$ cat config.mk
export PLATFORM = sky130hd
export DESIGN_NAME = lib_rr_arbiter_lock
export DESIGN_NICKNAME = d
export VERILOG_FILES = /design/src/rtl/lib_rr_arbiter_lock.sv
export SDC_FILE = /design/constraint.sdc
export NUM_CORES = 1
export LEC_CHECK = 0
export CORE_MARGIN = 5
export CORE_UTILIZATION = 40
export CTS_BUF_LIST = sky130_fd_sc_hd__clkbuf_8
export DETAILED_ROUTE_END_ITERATION = 6
export PLACE_DENSITY = 0.66
export SYNTH_ARGS = -nofsm -noshare
export SYNTH_HDL_FRONTEND = slang
export SYNTH_SLANG_ARGS = --single-unit
$ cat constraint.sdc
create_clock -name clk -period 2.9 [get_ports clk]
set_input_delay 0.58 -clock clk [delete_from_list [all_inputs] [get_ports clk]]
set_output_delay 0.58 -clock clk [all_outputs]
set_load 0.01 [all_outputs]
$ cat src/rtl/lib_rr_arbiter_lock.sv
// Round-robin arbiter with a registered one-hot grant and multi-cycle grant locking.
// A one-hot rotating pointer picks the search start; a held lock is force-released
// after MAX_HOLD enabled cycles so that a single requester cannot starve the others.
module lib_rr_arbiter_lock #(
  parameter int N        = 4,
  parameter int MAX_HOLD = 16,
  localparam int IDX_W   = $clog2(N)
) (
  input  logic             clk,
  input  logic             reset_n,
  input  logic             i_en,
  input  logic [0:N-1]     i_request,
  input  logic [0:N-1]     i_hold,
  output logic [0:N-1]     o_grant,
  output logic [IDX_W-1:0] o_grant_idx,
  output logic             o_valid,
  output logic             o_timeout
);

  localparam int CNT_W = (MAX_HOLD < 1) ? 1 : $clog2(MAX_HOLD + 1);
  localparam logic [CNT_W-1:0] MAX_C = CNT_W'(MAX_HOLD);

  localparam logic ST_IDLE   = 1'b0;
  localparam logic ST_LOCKED = 1'b1;

  logic             state_q, state_d;
  logic [0:N-1]     grant_q, grant_d;
  logic [0:N-1]     ptr_q, ptr_d;
  logic [CNT_W-1:0] cnt_q, cnt_d;
  logic [IDX_W-1:0] owner_q, owner_d;
  logic             timeout_q, timeout_d;

  // First set bit of req, starting at the pointer position and wrapping N-1 -> 0.
  function automatic logic [0:N-1] arb(input logic [0:N-1] req, input logic [0:N-1] ptr);
    logic [0:N-1] g;
    logic         found;
    int           p;
    int           j;
    g     = '0;
    found = 1'b0;
    p     = 0;
    for (int i = 0; i < N; i++) if (ptr[i]) p = i;
    for (int k = 0; k < N; k++) begin
      j = (p + k) % N;
      if (!found && req[j]) begin
        g[j]  = 1'b1;
        found = 1'b1;
      end
    end
    return g;
  endfunction

  // Binary index of a one-hot (or zero) vector.
  function automatic int idx_of(input logic [0:N-1] v);
    int r;
    r = 0;
    for (int i = 0; i < N; i++) if (v[i]) r = i;
    return r;
  endfunction

  // Next-state: hold or extend the lock, else (re-)arbitrate with the released owner masked.
  always_comb begin
    logic         keep;
    logic         own_req;
    logic [0:N-1] mask;
    logic [0:N-1] g;
    int           gi;
    state_d   = state_q;
    grant_d   = grant_q;
    ptr_d     = ptr_q;
    cnt_d     = cnt_q;
    owner_d   = owner_q;
    timeout_d = 1'b0;
    mask      = '1;
    g         = '0;
    gi        = 0;
    own_req   = i_request[owner_q] & i_hold[owner_q];
    keep      = (state_q == ST_LOCKED) && own_req && ((MAX_HOLD == 0) || (cnt_q < MAX_C));
    if (i_en) begin
      if (keep) begin
        if ((MAX_HOLD != 0) && (cnt_q < MAX_C)) cnt_d = cnt_q + CNT_W'(1);
      end else begin
        if (state_q == ST_LOCKED) begin
          mask[owner_q] = 1'b0;
          // Owner still wants the lock, so the only reason to drop it is the hold limit.
          timeout_d     = own_req;
        end
        g       = arb(i_request & mask, ptr_q);
        grant_d = g;
        state_d = ST_IDLE;
        if (|g) begin
          gi                 = idx_of(g);
          ptr_d              = '0;
          ptr_d[(gi + 1) % N] = 1'b1;
          if (i_hold[gi]) begin
            state_d = ST_LOCKED;
            owner_d = IDX_W'(gi);
            cnt_d   = CNT_W'(1);
          end
        end
      end
    end
  end

  // State registers; reset drops any lock and points priority back at requester 0.
  always_ff @(posedge clk or negedge reset_n) begin
    if (!reset_n) begin
      state_q   <= ST_IDLE;
      grant_q   <= '0;
      ptr_q     <= {1'b1, {(N-1){1'b0}}};
      cnt_q     <= '0;
      owner_q   <= '0;
      timeout_q <= 1'b0;
    end else begin
      state_q   <= state_d;
      grant_q   <= grant_d;
      ptr_q     <= ptr_d;
      cnt_q     <= cnt_d;
      owner_q   <= owner_d;
      timeout_q <= timeout_d;
    end
  end

  // Outputs derived from the grant register so index and valid always agree with it.
  always_comb begin
    o_grant     = grant_q;
    o_valid     = |grant_q;
    o_grant_idx = IDX_W'(idx_of(grant_q));
    o_timeout   = timeout_q;
  end

endmodule
==> metrics.md <==
| Metric | Value |
|---|---|
| RSZ-0062 raised after global routing | `true` |
| Max cap viols | `0` |
| Top cells by area, synth | `dfrtp_1, ha_1, nand2_1` |
| Post-route antenna net violation count | `0` |
| DRT iter0 DRCs | `94` |
| WL met2 | `2.16 mm` |
| Top layer in use | `met4` |
| Crit path required time | `3.03 ns` |
| Initial antenna violation count | `0` |
| Ys flop type | `dfrtp_1` |
| Crit path time final | `2.98 ns` |
| Share of cells above drive strength 1 | `0.398` |
| Clk sinks | `16` |
| Clk buf depth | `2` |
| Grt ovf | `0` |
| Startpoint Class | `register` |
| DR vias/cell | `5.55` |
| Worst skew pair latency | `0.24 ns` |
| FFs w/ async S/R, synth | `1.00` |
| Total nets after synthesis | `182` |
| Flop and latch count out of synthesis | `16` |
| Leakage | `1.01 nW` |
| Synth cell types | `50` |
| Final WL | `4.23 mm` |
| Die Y | `69.2 um` |
| First-pass GRT wire length | `6.91 mm` |
| Syn_area_per_cell | `8.65 um^2` |
| Sequential share of the synthesized area | `0.286` |
| Final core occ | `0.640` |
| Cell Pwr Density | `1420 mW/mm^2` |
| Peak supply drop | `0.000647 V` |
| F_max | `0.335 GHz` |
| Period utilization | `1.03` |
| Final setup violation count | `5` |
| WL met3 | `195 um` |
| Hpwl dp | `3.19 mm` |
| Synth Cell Area | `0.00140 mm^2` |
| Wire per inst | `15.5 um` |
| Nature of the critical path endpoint | `register` |
| Nets | `248` |
| TritonCTS clock tree | `done` |
| Worst Skew | `0.00236 ns` |
| Count of final hold-check violations | `0` |
| Die X | `69.2 um` |
| YS warnings | `0` |
| Routed length on met1 | `1.85 mm` |
| Critical path class | `reg -> reg` |
| GRT Total Usage | `0.172` |
| Reg2reg path depth | `12` |
| GPL Wtd Cong | `0.937` |
| Pwr Total | `3.06 mW` |
| Drt drc | `0` |
| PortBufs | `18` |
| Mapped Cells | `162` |
| Setup slack after layout | `-0.0820 ns` |
| Status | `finished, violations left` |
| Worst-Margin Slew | `0.722 ns` |
| Fillers | `298` |
| Num CTS Buffers | `3` |
| Max FO, Critical Path | `7` |
| I/O pin count | `19` |
| Reg2reg setup slack | `-0.08 ns` |
| Relative max-transition margin | `0.517` |
| Row count | `21` |
| Placed instance area | `0.00191 mm^2` |
| Vias in the first global route | `1513` |
| Largest net degree at the start of global routing | `17` |
| CTS H-tree depth | `1` |
| Hold path depth | `1` |
| Die area | `0.00479 mm^2` |
| Final Cell Area | `0.00215 mm^2` |
| Antenna diode count | `0` |
| Area Growth Syn to Fin | `53.7%` |
| Hold/Removal Path Class | `reg -> reg` |
| Clock transition at path regs | `0.06 ns` |
| Core region area | `0.00336 mm^2` |
| Initial Util | `0.417` |
| Pre-CTS WS | `-0.519 ns` |
| Critical path data arrival time | `3.11 ns` |
| Slew Viols, Final | `0` |
| DR pass1 iterations | `4` |
| CTS root buf | `clkbuf_8` |
| Vias | `1509` |
| Area share of the largest cell type after synthesis | `0.286` |
| Post-synth EDFFs | `0` |
| Largest area contributor in the netlist | `dfrtp_1` |
| Failing checks | `negative setup slack` |
==> cell usage after synthesis (2+ instances only) <==
master,count
nand2_1,17
dfrtp_1,16
inv_1,10
ha_1,9
a21oi_1,8
nand3_1,7
nor2_1,7
and3_1,6
a21o_1,5
nor3_1,5
o21ai_0,5
or2_2,5
a31oi_1,4
nand2b_1,4
o211ai_1,4
buf_2,3
nor2b_1,3
o21ai_1,3
a21boi_0,2
a22o_1,2
a32o_1,2
and2_0,2
mux2i_1,2
mux4_2,2
o211a_1,2
o22a_1,2
o22ai_1,2
==> cell families after synthesis <==
family,after synthesis,share of synthesized area
simple gates,63,0.234
compound gates,51,0.270
mux,7,0.0813
buf+inv,15,0.0429
flops,16,0.286
fa+ha+maj,9,0.0804
xor+xnor,1,0.00625
==> power by group <==
part,total (mW),switching (mW),internal (mW)
sequential,0.396,0.0874,0.308
clock,0.163,0.0709,0.0920
combinational,2.50,1.19,1.31
total,3.06,1.35,1.71
==> state kept, by name, summed over array words and instances (netlist names) <==
signal     count
o_timeout      1
owner_q        2
ptr_q          3
state_q        1
cnt_q          5
o_grant        4
==> through the flow <==
step / hold slack (ns) / std cells / TNS (ns)
floorplan: 0.284 / 162 / -0.0835
global placement: 0.484 / 258 / -2.58
detailed placement: 0.502 / 258 / -3.35
CTS: 0.514 / 266 / -0.151
global route: 0.543 / 272 / -0.827
finish: 0.511 / 272 / -0.311
==> repair_timing <==
action / CTS / global route
hold buffers: 0 / 0
resized for setup: 21 / 11
endpoints found under the setup margin: 8 / 7
endpoints found under the hold margin: 0 / 0
buffers inserted: 5 / 6
pin swaps: 8 / 12
==> critical path, stage by stage (launching register included) <==
cell and delay (ns):
dfrtp_1 0.36, inv_2 0.07, a21oi_4 0.19, inv_2 0.09, ha_4 0.28, mux4_2 0.31, nor3_2 0.07, or4_4 0.52
o211a_1 0.18, a221oi_4 0.30, buf_4 0.17, o21ai_4 0.07, a32o_1 0.24
==> layer usage <==
layer / global-route usage / vias to the layer above
li1: - / 729
met4: 0.0304 / 0
met5: 0 / -
met3: 0.0391 / 2
met2: 0.299 / 39
met1: 0.220 / 739
==> final cells by class <==
type                            count  area, um^2  area share
Multi-Input combinational cell    131        1080       0.501
Timing Repair Buffer               65         532       0.247
Sequential cell                    16         402       0.187
Tap cell                           46        57.6      0.0267
Clock buffer                        3        41.3      0.0192
Inverter                           11        41.3      0.0192
==> cell usage in the layout (no fill, tap or decap), types with 2 or more instances in the layout <==
cell,count
nor3_1,3
o22a_1,2
inv_1,6
o211ai_1,4
mux2i_1,2
clkdlybuf4s50_1,14
and2_0,2
buf_4,46
a21o_1,5
nand2b_1,4
a22o_1,2
nor2b_1,2
dfrtp_1,15
o21ai_0,5
ha_1,7
nor2_1,6
inv_2,5
a21oi_1,6
nand2_1,16
ha_4,2
nand3_1,7
a21oi_2,2
dlygate4sd2_1,4
a31oi_1,3
or2_2,5
nor3_2,2
and3_1,6
o211a_1,2
clkbuf_8,3
mux4_2,3
==> worst paths after layout <==
path | from | to
max in group asynchronous | reset_n | ptr_q[3]
min in group asynchronous | reset_n | owner_q[1]
hold / removal | o_grant[0] | o_grant[0]
hold reg to reg | o_grant[0] | o_grant[0]
setup / recovery | ptr_q[2] | cnt_q[1]
setup reg to reg | ptr_q[2] | cnt_q[1]
No activity file was read; power rests on OpenSTA's default activity.
